File: src/rtl/ws2812b_pkg.sv
// ws2812b_pkg: shared definitions for the WS2812B receiver.
//   - rx_state_t   : line-level FSM encoding (low / high phase)
//   - DEF_*_NS     : protocol timing defaults in nanoseconds
//   - ns2cyc()     : nanoseconds -> whole core-clock cycles (floored)
//   - sat_inc16()  : 16-bit increment that sticks at all-ones
package ws2812b_pkg;

    typedef enum logic {
        S_LOW  = 1'b0,
        S_HIGH = 1'b1
    } rx_state_t;

    localparam int DEF_CLOCK_MHZ   = 64;
    localparam int DEF_THRESH_NS   = 600;
    localparam int DEF_MIN_HIGH_NS = 150;
    localparam int DEF_MAX_HIGH_NS = 1100;
    localparam int DEF_RESET_NS    = 50_000;

    function automatic int ns2cyc(input int mhz, input int ns);
        return (mhz * ns) / 1000;
    endfunction

    function automatic logic [15:0] sat_inc16(input logic [15:0] v);
        return (v == 16'hFFFF) ? v : v + 16'd1;
    endfunction

endpackage

File: src/rtl/ws2812b_rx_sync.sv
// ws2812b_rx_sync: brings the asynchronous strip line into the clk domain
// and produces single-cycle edge pulses.
//   clk  in  core clock
//   rst  in  synchronous active-high reset
//   din  in  asynchronous data line
//   rise out one-cycle pulse on a synced 0->1 transition
//   fall out one-cycle pulse on a synced 1->0 transition
module ws2812b_rx_sync (
    input  logic clk,
    input  logic rst,
    input  logic din,
    output logic rise,
    output logic fall
);

    logic       s1, s2, prev;
    logic [1:0] warm;
    logic       en;

    always_ff @(posedge clk) begin
        if (rst) begin
            s1   <= 1'b0;
            s2   <= 1'b0;
            prev <= 1'b0;
            warm <= 2'd0;
        end else begin
            s1   <= din;
            s2   <= s1;
            prev <= s2;
            if (warm != 2'd2)
                warm <= warm + 2'd1;
        end
    end

    // Edges are ignored while the synchronizer still holds reset values,
    // so a level left over from before reset cannot look like a fresh edge.
    assign en   = (warm == 2'd2);
    assign rise = en &  s2 & ~prev;
    assign fall = en & ~s2 &  prev;

endmodule

File: src/rtl/ws2812b_rx.sv
// ws2812b_rx: WS2812B NRZ receiver. Measures each high pulse, decodes it
// to a bit by width, assembles 24-bit GRB words MSB-first and hands them
// to a consumer through a one-entry valid/ready buffer.
//   clk        in   core clock
//   rst        in   synchronous active-high reset
//   din        in   asynchronous strip data line
//   data_out   out  [23:0] decoded word, bit 23 received first
//   out_valid  out  data_out holds an unconsumed word
//   out_ready  in   consumer accepts when out_valid && out_ready
//   frame_end  out  one-cycle pulse on a latch gap
//   err        out  one-cycle pulse on a bad pulse width or truncated word
//   overrun    out  one-cycle pulse when a finished word is dropped
module ws2812b_rx
    import ws2812b_pkg::*;
#(
    parameter int CLOCK_MHZ   = DEF_CLOCK_MHZ,
    parameter int THRESH_NS   = DEF_THRESH_NS,
    parameter int MIN_HIGH_NS = DEF_MIN_HIGH_NS,
    parameter int MAX_HIGH_NS = DEF_MAX_HIGH_NS,
    parameter int RESET_NS    = DEF_RESET_NS
) (
    input  logic        clk,
    input  logic        rst,
    input  logic        din,
    output logic [23:0] data_out,
    output logic        out_valid,
    input  logic        out_ready,
    output logic        frame_end,
    output logic        err,
    output logic        overrun
);

    localparam int THRESH_CYC = ns2cyc(CLOCK_MHZ, THRESH_NS);
    localparam int MIN_CYC    = ns2cyc(CLOCK_MHZ, MIN_HIGH_NS);
    localparam int MAX_CYC    = ns2cyc(CLOCK_MHZ, MAX_HIGH_NS);
    localparam int RESET_CYC  = ns2cyc(CLOCK_MHZ, RESET_NS);

    if (THRESH_CYC > 65535 || MIN_CYC > 65535 || MAX_CYC > 65535 ||
        RESET_CYC > 65535) begin : g_range_chk
        $error("ws2812b_rx: derived cycle count exceeds 16 bits");
    end

    // Widths are compared at 17 bits because width = count + 1 can reach 2^16.
    localparam logic [16:0] THRESH_W = 17'(THRESH_CYC);
    localparam logic [16:0] MIN_W    = 17'(MIN_CYC);
    localparam logic [16:0] MAX_W    = 17'(MAX_CYC);
    localparam logic [15:0] RESET_C  = 16'(RESET_CYC);

    logic        rise, fall;
    rx_state_t   state, state_nxt;
    logic [15:0] hcnt, lcnt;
    logic [4:0]  bit_cnt;
    logic [22:0] shreg;
    logic        armed;

    logic [16:0] width;
    logic        bit_val, pulse_end, width_ok, bit_ok, pulse_bad;
    logic        word_done, gap_hit, gap_err, pop;

    ws2812b_rx_sync u_sync (
        .clk  (clk),
        .rst  (rst),
        .din  (din),
        .rise (rise),
        .fall (fall)
    );

    always_ff @(posedge clk) begin
        if (rst) state <= S_LOW;
        else     state <= state_nxt;
    end

    always_comb begin
        state_nxt = state;
        case (state)
            S_LOW:  if (rise) state_nxt = S_HIGH;
            S_HIGH: if (fall) state_nxt = S_LOW;
        endcase
    end

    // hcnt is cleared on the first synced-high cycle, so on the falling
    // edge it holds one less than the number of high cycles.
    assign width     = {1'b0, hcnt} + 17'd1;
    assign bit_val   = (width >= THRESH_W);
    assign width_ok  = (width >= MIN_W) && (width <= MAX_W);
    assign pulse_end = (state == S_HIGH) && fall;
    assign bit_ok    = pulse_end &&  width_ok;
    assign pulse_bad = pulse_end && !width_ok;
    assign word_done = bit_ok && (bit_cnt == 5'd23);
    // Fires on the cycle lcnt steps onto RESET_C; saturation keeps it single.
    assign gap_hit   = (state == S_LOW) && armed && (lcnt != 16'hFFFF) &&
                       (lcnt + 16'd1 == RESET_C);
    assign gap_err   = gap_hit && (bit_cnt != 5'd0);
    assign pop       = out_valid && out_ready;

    always_ff @(posedge clk) begin
        if (rst) begin
            hcnt <= '0;
            lcnt <= '0;
        end else begin
            case (state)
                S_LOW: begin
                    lcnt <= sat_inc16(lcnt);
                    if (rise) hcnt <= '0;
                end
                S_HIGH: begin
                    hcnt <= sat_inc16(hcnt);
                    if (fall) lcnt <= '0;
                end
            endcase
        end
    end

    always_ff @(posedge clk) begin
        if (rst) begin
            bit_cnt   <= '0;
            shreg     <= '0;
            armed     <= 1'b0;
            data_out  <= '0;
            out_valid <= 1'b0;
            frame_end <= 1'b0;
            err       <= 1'b0;
            overrun   <= 1'b0;
        end else begin
            err       <= 1'b0;
            overrun   <= 1'b0;
            frame_end <= gap_hit;
            if (pop)
                out_valid <= 1'b0;
            if (bit_ok) begin
                armed <= 1'b1;
                shreg <= {shreg[21:0], bit_val};
                if (word_done) begin
                    bit_cnt <= '0;
                    // A same-cycle pop frees the slot, so the new word wins.
                    if (!out_valid || out_ready) begin
                        data_out  <= {shreg, bit_val};
                        out_valid <= 1'b1;
                    end else begin
                        overrun <= 1'b1;
                    end
                end else begin
                    bit_cnt <= bit_cnt + 5'd1;
                end
            end else if (pulse_bad || gap_err) begin
                err     <= 1'b1;
                bit_cnt <= '0;
                shreg   <= '0;
            end
            if (gap_hit)
                armed <= 1'b0;
        end
    end

endmodule

File: config.mk
export PLATFORM = sky130hd
export DESIGN_NAME = ws2812b_rx
export DESIGN_NICKNAME = d
export VERILOG_FILES = /design/src/rtl/ws2812b_pkg.sv /design/src/rtl/ws2812b_rx_sync.sv /design/src/rtl/ws2812b_rx.sv
export SDC_FILE = /design/constraint.sdc
export NUM_CORES = 1
export LEC_CHECK = 0
export CAP_MARGIN = 20
export CORE_MARGIN = 8
export CORE_UTILIZATION = 55
export DETAILED_ROUTE_END_ITERATION = 8
export DONT_BUFFER_PORTS = 1
export GPL_ROUTABILITY_DRIVEN = 0
export PLACE_DENSITY_LB_ADDON = 0.12
export SLEW_MARGIN = 20
export SYNTH_ARGS = -nofsm -noshare
export SYNTH_HDL_FRONTEND = slang
export SYNTH_SLANG_ARGS = --single-unit
File: constraint.sdc
create_clock -name clk -period 3.9 [get_ports clk]
set_input_delay 1.17 -clock clk [delete_from_list [all_inputs] [get_ports clk]]
set_output_delay 1.17 -clock clk [all_outputs]
set_load 0.02 [all_outputs]
# Yosys cells after proc, flatten, opt, wreduce, memory -nomap -nowiden
# Index checks and enable logic that the tools add are counted.
[classes]
order_cmp = 3
n_addsub = 5
n_reduce_logical = 22
bitwise = 9
muxes = 20
eq_ne = 11
[ops]
columns = ["op", "n"]
rows = [
  ["two-way mux 16 bit", 4],
  ["one-hot mux 16 bit (2 select lines)", 2],
  ["two-way mux 23 bit", 2],
  ["adder 16 x 1 -> 16 bit, second input constant", 2],
  ["equality test 16 bit, second input constant", 2],
  ["adder 16 x 1 -> 17 bit, second input constant", 1],
  [">= comparator 17 x 4 -> 1 bit, second input constant", 1],
  [">= comparator 17 x 6 -> 1 bit, second input constant", 1],
  ["<= comparator 17 x 7 -> 1 bit, second input constant", 1],
  ["equality test 16 x 12 -> 1 bit, second input constant", 1],
  ["inequality test 16 bit, second input constant", 1],
  ["two-way mux 5 bit", 3],
  ["logical AND 1 bit", 10],
  ["inequality test 2 bit, second input constant", 5],
  ["two-way mux 1 bit", 8],
  ["adder 5 x 1 -> 5 bit, second input constant", 1],
  ["equality test 5 bit, second input constant", 1],
  ["inverter 1 bit", 5],
  ["nonzero test 5 bit", 1],
  ["AND 1 bit", 4],
  ["AND reduction 2 bit", 2],
  ["OR reduction 2 bit", 2],
  ["AND reduction 3 bit", 1],
  ["OR reduction 3 bit", 1],
  ["other kinds (6)", 8],
]
[totals]
in_bits = 4
regBits = 95
wordCells = 85

# Depth between registers and ports, before layout
# Gate-level depths: netlist of the first run.
[depth]
ltp_word = 8
mapped_depth = 11
mapped_depth_nobuf = 9

# Hierarchy
# Synthesis of the first run repeated with hierarchy kept, for this count alone.
[unflattened]
hier_cells = 572
area_unflattened_um2 = 4857.2
[modules_own_cells]
columns = ["module", "n_inst", "cells_each", "area_each_um2", "seq_area_each_um2"]
rows = [
  ["ws2812b_rx", 1, 554, 4673.2, 1801.7],
  ["ws2812b_rx_sync", 1, 18, 183.9, 100.1],
]

# Worst setup path before layout of the first run
# OpenSTA, ideal clock, no wires.
[synth_path]
path_kind = "reg2reg"
from = "register hcnt[0]"
to = "register shreg[0]"
n_path_buf = 1
setup_ps = 128
stages_incl_launch_ff = 11
setup_slack_ps = 1216
arrival_time_ps = 2557
synth_period_minus_slack_ps = 2684
cell_sequence = "dfxtp_1 clkbuf_1 inv_1 ha_1 nor2_1 o21ai_0 a2111oi_0 nor2_1 or4b_2 a22oi_1 nor2_1"
[synth_via]
elab_chain_len = 7
elab_cells_between_ends = 11
[synth_rtl]
columns = ["element", "line", "source"]
rows = [
  ["start: declaration", "ws2812b_rx.sv:51", "logic [15:0] hcnt, lcnt;"],
  ["start signal: assignment", "ws2812b_rx.sv:107", "hcnt <= sat_inc16(hcnt);"],
  ["adder 16 x 1 -> 17 bit *", "ws2812b_rx.sv:83", "assign width = {1'b0, hcnt} + 17'd1;"],
  [">= comparator 17 x 4 -> 1 bit / <= comparator 17 x 7 -> 1 bit (equally long branches)", "ws2812b_rx.sv:85", "assign width_ok = (width >= MIN_W) && (width <= MAX_W);"],
  ["logical AND 1 bit", "ws2812b_rx.sv:85", ""],
  ["logical NOT 1 bit", "ws2812b_rx.sv:88", "assign pulse_bad = pulse_end && !width_ok;"],
  ["logical AND 1 bit", "ws2812b_rx.sv:88", ""],
  ["logical OR 1 bit", "ws2812b_rx.sv:145", "end else if (pulse_bad || gap_err) begin"],
  ["nonzero test 2 bit (no source line)", "n/a", ""],
  ["end signal: assignment", "ws2812b_rx.sv:132", "shreg <= {shreg[21:0], bit_val};"],
  ["end: declaration", "ws2812b_rx.sv:53", "logic [22:0] shreg;"],
]
# Every way passes the cells marked *; elsewhere a longest branch is shown, timed or not.
# A chain may end at the register's enable or synchronous reset.

# Final worst setup path of the first run
[layout_path]
from = "register hcnt[0]"
to = "register data_out[3]"
[layout_via]
elab_chain_len = 6
elab_cells_between_ends = 7
[layout_rtl]
columns = ["element", "line", "source"]
rows = [
  ["adder 16 x 1 -> 17 bit *", "ws2812b_rx.sv:83", ""],
  [">= comparator 17 x 4 -> 1 bit / <= comparator 17 x 7 -> 1 bit (equally long branches)", "ws2812b_rx.sv:85", ""],
  ["logical AND 1 bit *", "ws2812b_rx.sv:85", ""],
  ["logical AND 1 bit *", "ws2812b_rx.sv:87", "assign bit_ok = pulse_end && width_ok;"],
  ["logical AND 1 bit", "ws2812b_rx.sv:89", "assign word_done = bit_ok && (bit_cnt == 5'd23);"],
  ["AND reduction 3 bit (no source line) *", "n/a", ""],
  ["end signal: assignment", "ws2812b_rx.sv:137", "data_out <= {shreg, bit_val};"],
  ["end: declaration", "ws2812b_rx.sv:25", "output logic [23:0] data_out,"],
]
# Marked as above.

==> results of run 1 <==
[through the flow]
stage          utilization (%)  cell area (um^2)  total power [W]
3_5_place_dp              56.5              4590          0.00112
2_1_floorplan                -              4560          0.00111
4_1_cts                   58.8              4780          0.00174
3_3_place_gp              56.5              4590          0.00112
5_1_grt                   58.8              4780          0.00180
6_report                  58.8              4780          0.00172
[area by class of cell]
cell class	count	area, um^2
Fill cell	753	3350
Multi-Input combinational cell	405	2460
Sequential cell	95	1900
Tap cell	105	131
Clock buffer	9	124
Timing Repair Buffer	9	67.6
Clock inverter	7	61.3
Inverter	9	33.8
[worst max-delay path, stage by stage (launching register included)]
cell and delay, ps:
dfxtp_1 590, ha_2 440, nand3_1 340, nor4_1 400
xor2_1 130, a311o_1 440, nor4_4 230, buf_4 410
mux2i_1 250, nor2_1 50
[cell usage after synthesis (2+ instances only)]
cell type,number
clkbuf_1,29
a21oi_1,41
nand4_1,9
and4_1,4
nand3_1,17
nor2_1,102
xor2_1,3
xnor2_1,4
nor2b_1,5
and3_1,5
dfxtp_1,95
inv_1,8
nand3b_1,9
buf_1,3
nand4b_1,3
a22oi_1,27
ha_1,8
a21o_1,3
buf_2,5
buf_6,2
or4_1,3
nand2_1,30
o211ai_1,2
o21ai_0,25
and3b_1,2
nand2b_1,3
nor3_1,15
or4b_2,2
nor4b_1,2
a211oi_1,6
nor3b_1,6
a211o_1,2
a311o_1,2
a31oi_1,8
or3_1,6
mux2i_1,25
nor3_4,2
nor4_1,5
[registers in the layout (all words and copies together) (netlist names), 2 cells and up]
register,count
data_out,24
bit_cnt,5
hcnt,16
lcnt,16
u_sync.warm,2
shreg,23
[layer usage]
metal	routed length, um	share of wire [%]
met3	655	6.8
met4	140	1.5
met2	4260	44
met1	4560	47
met5	0	0
[path summary, 6_finish.rpt]
kind | startpoint | end | slack (ps)
worst max-delay path | hcnt[0]$_SDFFE_PP0P_ | data_out[3]$_SDFFE_PP0P_ | 510
worst min-delay path | u_sync.s1$_SDFF_PP0_ | u_sync.s2$_SDFF_PP0_ | 450
worst max register to register | hcnt[0]$_SDFFE_PP0P_ | data_out[3]$_SDFFE_PP0P_ | 510
worst min register to register | u_sync.s1$_SDFF_PP0_ | u_sync.s2$_SDFF_PP0_ | 450
[kinds of logic after synthesis]
| kind of cell | Yosys count | share of synthesized area [%] |
|---|---|---|
| adder cells (fa/ha/maj) | 8 | 2.20 |
| XOR/XNOR | 7 | 1.34 |
| AND/OR/NAND/NOR | 236 | 26.9 |
| flip-flops | 95 | 41.7 |
| AO/OA/AOI/OAI | 129 | 17.9 |
| multiplexers | 25 | 5.49 |
| buffers and inverters | 48 | 4.42 |
[power groups by stage]
stage	sequential (W)	combinational, W	clock [W]
after global placement	0.00102	0.0000930	0
after global routing	0.00101	0.000114	0.000677
after CTS	0.00100	0.0000986	0.000638
after floorplan	0.00102	0.0000919	0
after detailed placement	0.00103	0.0000976	0
final	0.00100	0.0000975	0.000624
[what timing repair did]
item                                    4_1_cts  5_1_grt
buffers inserted                              0        0
gates resized for setup                       0        1
endpoints found under the setup margin        0       24
==> results by group, run 1 <==
Pwr
  • Switching pwr: 0.000451 W
  • VDD IR max: 0.252 mV
  • P_int: 0.00127 W
  • Seq pwr share: 58.1%
  • Clock share of power: 36.2%
  • Sw Ratio: 26.2%
  • Logic pwr share: 5.7%
  • Pleak: 1.58 nW
  • PwrDens: 361 nW/um^2

Detailed routing
  • Routed Wire Length: 9620 um
  • Vias: 3,830
  • ANT nets after route: 0
  • Residual DRC: 0
  • First DRT Iteration DRCs: 247
  • Drt via density: 5.99
  • DR pass1 iterations: 4
  • Mean routed wirelength per cell: 15.1 um

Logic synthesis
  • Ys async rst share: 0%
  • Net Count, Synth: 560
  • YS warnings: 0
  • EDFF count, synth: 0
  • Synth Cell Area: 4560 um^2
  • Share of the synthesized area in the top cell type: 41.7%
  • Mean area per synthesized cell: 8.32 um^2
  • Count of cell types in the netlist: 58
  • Syn Inst Count: 548
  • Flops & latches, synth: 95
  • Area leader, netlist: dfxtp_1
  • Post-synthesis sequential area ratio: 41.7%
  • Primary FF master, synth: dfxtp_1
  • Largest cells by area after synthesis: dfxtp_1 42%, nor2_1 8.4%, mux2i_1 5.5%, a21oi_1 4.5%, a22oi_1 4.4%

GRT
  • GRT busiest layer: met2
  • Gr ovfl total: 0
  • M2 GR Usage: 26.1%
  • Met1 GRT Util: 22.7%
  • GRT Overall Usage: 17.3%
  • First-pass GRT wire length: 16,600 um
  • Vias in the first global route: 3,539
  • Met3 usage: 5.10%
  • Largest net degree at the start of global routing: 97
  • Initial antenna violation count: 0

Die
  • Starting Density: 56.1%
  • I/O pins: 32
  • Full die area: 11,500 um^2
  • Die Wd: 107 um
  • Chip height: 107 um
  • Core area: 8130 um^2
  • # rows: 33

CTS
  • Clock sinks: 95
  • Worst skew pair latency: 370 ps
  • Hold Buf Count CTS: 0
  • Root buf cell: clkbuf_8
  • Clk slew on worst S/H paths: 100 ps
  • CTS Buf Count: 9
  • Clock buffer depth: 2
  • CTS tree: done
  • H-Tree Level Count: 3

Timing
  • Final Critical Period: 3390 ps
  • RSZ-0062 raised after global routing: no
  • Worst slew pin tran: 1030 ps
  • Final Hold Viols: 0
  • Pins Over Slew Limit: 0
  • Setup_tns: 0 ps
  • Relative slew slack: 31.3%
  • Fin crit share: 87.0%
  • Setup ws final: 506 ps
  • # setup viols final: 0
  • Final Skew: 13.5 ps
  • Fin Hold WS: 449 ps
  • F_max: 0.295 GHz

Cells and area
  • N_diodes: 0
  • Final Instance Count excl. Fillers: 639
  • Nets: 541
  • Most frequent cells in the layout: 102 x nor2_1, 95 x dfxtp_1, 40 x a21oi_1
  • Area grow syn2layout: 4.88%
  • Commonest non-fill, non-tap cell in the layout: nor2_1
  • Layout cells sized above 1: 6.74%

Placed design
  • Dpl cells: 623
  • Pre-CTS setup slack: 343 ps
  • Port bufs: 0
  • Final HPWL from detailed placement: 6200 um

Setup path
  • CP max FO: 24
  • Reg2reg path depth: 9
  • Critical Path AT: 3660 ps
  • Worst setup EP type: flip-flop
  • Crit Path Class: reg2reg
  • Startpoint types: flip-flop
  • Crit path required time: 4160 ps

Job
  • Max_cap viols: 0

Worst hold path
  • HP Class: reg2reg
  • Hold depth: 1

Status
  • Outcome: finished, final reports clean
Note: power is estimated with default switching activity, not from simulation.
==> run 2: changes to the inputs <==
--- a/config.mk
+++ b/config.mk
@@ -7,12 +7,12 @@
 export LEC_CHECK = 0
 export CAP_MARGIN = 20
 export CORE_MARGIN = 8
-export CORE_UTILIZATION = 55
+export CORE_UTILIZATION = 30
 export DETAILED_ROUTE_END_ITERATION = 8
 export DONT_BUFFER_PORTS = 1
 export GPL_ROUTABILITY_DRIVEN = 0
 export PLACE_DENSITY_LB_ADDON = 0.12
-export SLEW_MARGIN = 20
+export SLEW_MARGIN = 30
 export SYNTH_ARGS = -nofsm -noshare
 export SYNTH_HDL_FRONTEND = slang
 export SYNTH_SLANG_ARGS = --single-unit
==> constraint.sdc (replaced) <==
create_clock -name clk -period 3.9 [get_ports clk]
set_input_delay 0.585 -clock clk [delete_from_list [all_inputs] [get_ports clk]]
set_output_delay 0.585 -clock clk [all_outputs]
set_load 0.02 [all_outputs]
==> run 2 against run 1 <==
  * Final area is 5.4% higher
  * Core utilization is 25 points lower
  * Sequential cell count stayed put
  * Worst setup slack better by 170 ps
  * Power is 15% higher
  * First-iteration DRC count is 0.40% lower
  * Sequential share of layout area is 2.0 points lower
  * Global-route usage is 5.7 points lower
  * Worst hold slack worse by 150 ps
==> results by group, run 2 (synthesized netlist as in run 1, its figures left out) <==
CTS
  • CTS tree: done
  • H-Tree Level Count: 3 (unchanged)
  • Clk slew on worst S/H paths: 70 ps (-30 ps)
  • Setup bufs post-CTS: 0 (unchanged)
  • Clock buffer depth: 2 (unchanged)
  • CTS Buf Count: 9 (unchanged)
  • Hold Buf Count CTS: 0 (unchanged)
  • Root buf cell: clkbuf_16
  • Worst skew pair latency: 350 ps (-20 ps)
  • Clock sinks: 95 (unchanged)
  • Gates resized, CTS repair: 0 (unchanged)

GRT
  • GRT Overall Usage: 11.5% (-5.7 points)
  • Largest net degree at the start of global routing: 97 (unchanged)
  • Vias in the first global route: 3,519 (-0.57%)
  • Initial antenna violation count: 0 (unchanged)
  • Gr ovfl total: 0 (unchanged)
  • First-pass GRT wire length: 18,400 um (+11%)

Cells and area
  • Commonest non-fill, non-tap cell in the layout: nor2_1
  • Nets: 545 (+0.74%)
  • Fill count: 1,537 (+100%)
  • Most frequent cells in the layout: 102 x nor2_1, 95 x dfxtp_1, 40 x a21oi_1
  • Max reg flops: 24 (unchanged)
  • FF/Latch Area: 1900 um^2 (unchanged)
  • Layout cells sized above 1: 7.25% (+0.51 points)
  • Largest regs: data_out x24, shreg x23
  • Area grow syn2layout: 10.5%
  • N_diodes: 0 (unchanged)
  • Most flops, register: data_out
  • Multi-input logic area: 2460 um^2 (-0.10%)

Setup path
  • Critical Path AT: 3470 ps (-190 ps)
  • CP max FO: 14 (-42%)
  • Capturing point of the worst reg2reg path: data_out[0]$_SDFFE_PP0P_
  • Worst setup EP type: flip-flop
  • R2R setup slack: 680 ps (+170 ps)
  • Crit. Startpoint: hcnt[0]$_SDFFE_PP0P_
  • Setup crit end: data_out[0]$_SDFFE_PP0P_
  • Crit path required time: 4150 ps (about the same)
  • Worst reg2reg startpoint: hcnt[0]$_SDFFE_PP0P_
  • Startpoint types: flip-flop
  • Reg2reg path depth: 8 (-1)
  • Crit Path Class: reg2reg

Worst hold path
  • HP Class: in2reg

Die
  • I/O pins: 32 (unchanged)
  • Chip height: 139 um (+30%)
  • Starting Density: 30.3% (-26 points)
  • # rows: 45 (+36%)
  • Full die area: 19,400 um^2 (+69%)
  • Core area: 15,000 um^2 (+85%)
  • Die Wd: 139 um (+30%)

Detailed routing
  • Routed Wire Length: 11,000 um (+14%)
  • ANT nets after route: 0 (unchanged)
  • Residual DRC: 0 (unchanged)
  • Drt via density: 5.30 (-12%)
  • Mean routed wirelength per cell: 15.1 um (+0.58%)
  • DR pass1 iterations: 5 (+1)
  • Vias: 3,846 (+0.42%)
  • First DRT Iteration DRCs: 246 (-0.40%)

Pwr
  • PwrDens: 395 nW/um^2 (+9.5%)
  • Pleak: 1.66 nW (+5.1%)
  • VDD IR max: 0.193 mV (-24%)

Timing
  • Pins Over Slew Limit: 0 (unchanged)
  • Final Critical Period: 3220 ps (-173 ps)
  • Fin Hold WS: 303 ps (-146 ps)
  • Setup_tns: 0 ps (unchanged)
  • RSZ-0062 raised after global routing: no
  • # setup viols final: 0 (unchanged)
  • Worst slew pin tran: 591 ps (-439 ps)
  • Relative slew slack: 60.2% (+29 points)
  • Fin crit share: 82.6% (-4.4 points)
  • Final Hold Viols: 0 (unchanged)
  • F_max: 0.311 GHz (+5.4%)
  • Final Skew: 5.53 ps (-8.01 ps)

Job
  • Max_cap viols: 0 (unchanged)

Status
  • Outcome: finished, final reports clean

Placed design
  • Final HPWL from detailed placement: 6970 um (+12%)
  • Port bufs: 0 (unchanged)
-- run 2: area by class of cell --
class / count / area share [%]
clock inverters: 7 / 1.44
inverters: 9 / 0.670
well taps: 188 / 4.67
multi-input cells: 405 / 48.8
flip-flops and latches: 95 / 37.7
repair buffers: 13 / 2.19
clock buffers: 9 / 4.47
-- run 2: how the worst min path moves through the flow --
stage,startpoint,endpoint,depth (start not counted)
CTS,rst,lcnt[5]$_SDFFE_PP0P_,1
detailed placement,u_sync.s1$_SDFF_PP0_,u_sync.s2$_SDFF_PP0_,1
global route,rst,lcnt[2]$_SDFFE_PP0P_,1
floorplan,u_sync.s1$_SDFF_PP0_,u_sync.s2$_SDFF_PP0_,1
finish,rst,lcnt[5]$_SDFFE_PP0P_,1
global placement,u_sync.s1$_SDFF_PP0_,u_sync.s2$_SDFF_PP0_,1
-- run 2: critical path, cell delays in order (launching register included) --
cell,delay (ps)
dfxtp_1,580
ha_1,360
nand3_1,330
nor4_1,400
xor2_1,130
a311o_1,420
or4b_2,670
mux2i_1,160
nor2_1,50
-- run 2: per-layer routing --
layer	routed length (um)	up-vias	global-route usage, %
met4	183	0	4.45
li1	-	1944	-
met1	5190	1824	14.5
met3	610	13	3.80
met2	5010	65	17.8
met5	0	-	0
-- run 2: power breakdown --
part | leakage, nW | switching (W) | internal (W)
Combinational | 0.747 | 0.0000600 | 0.0000415
Clock | 0.149 | 0.000431 | 0.000454
Sequential | 0.766 | 0.0000165 | 0.000986
-- run 2: through the flow --
stage / setup WS (ps) / total power [W] / std cells / utilization (%) / area (um^2)
floorplan: 1220 / 0.00111 / 548 / - / 4560
global placement: 795 / 0.00112 / 710 / 31.5 / 4740
CTS: 646 / 0.00203 / 726 / 33.5 / 5040
detailed placement: 691 / 0.00113 / 710 / 31.5 / 4740
finish: 679 / 0.00199 / 726 / 33.5 / 5040
global route: 398 / 0.00209 / 726 / 33.5 / 5040
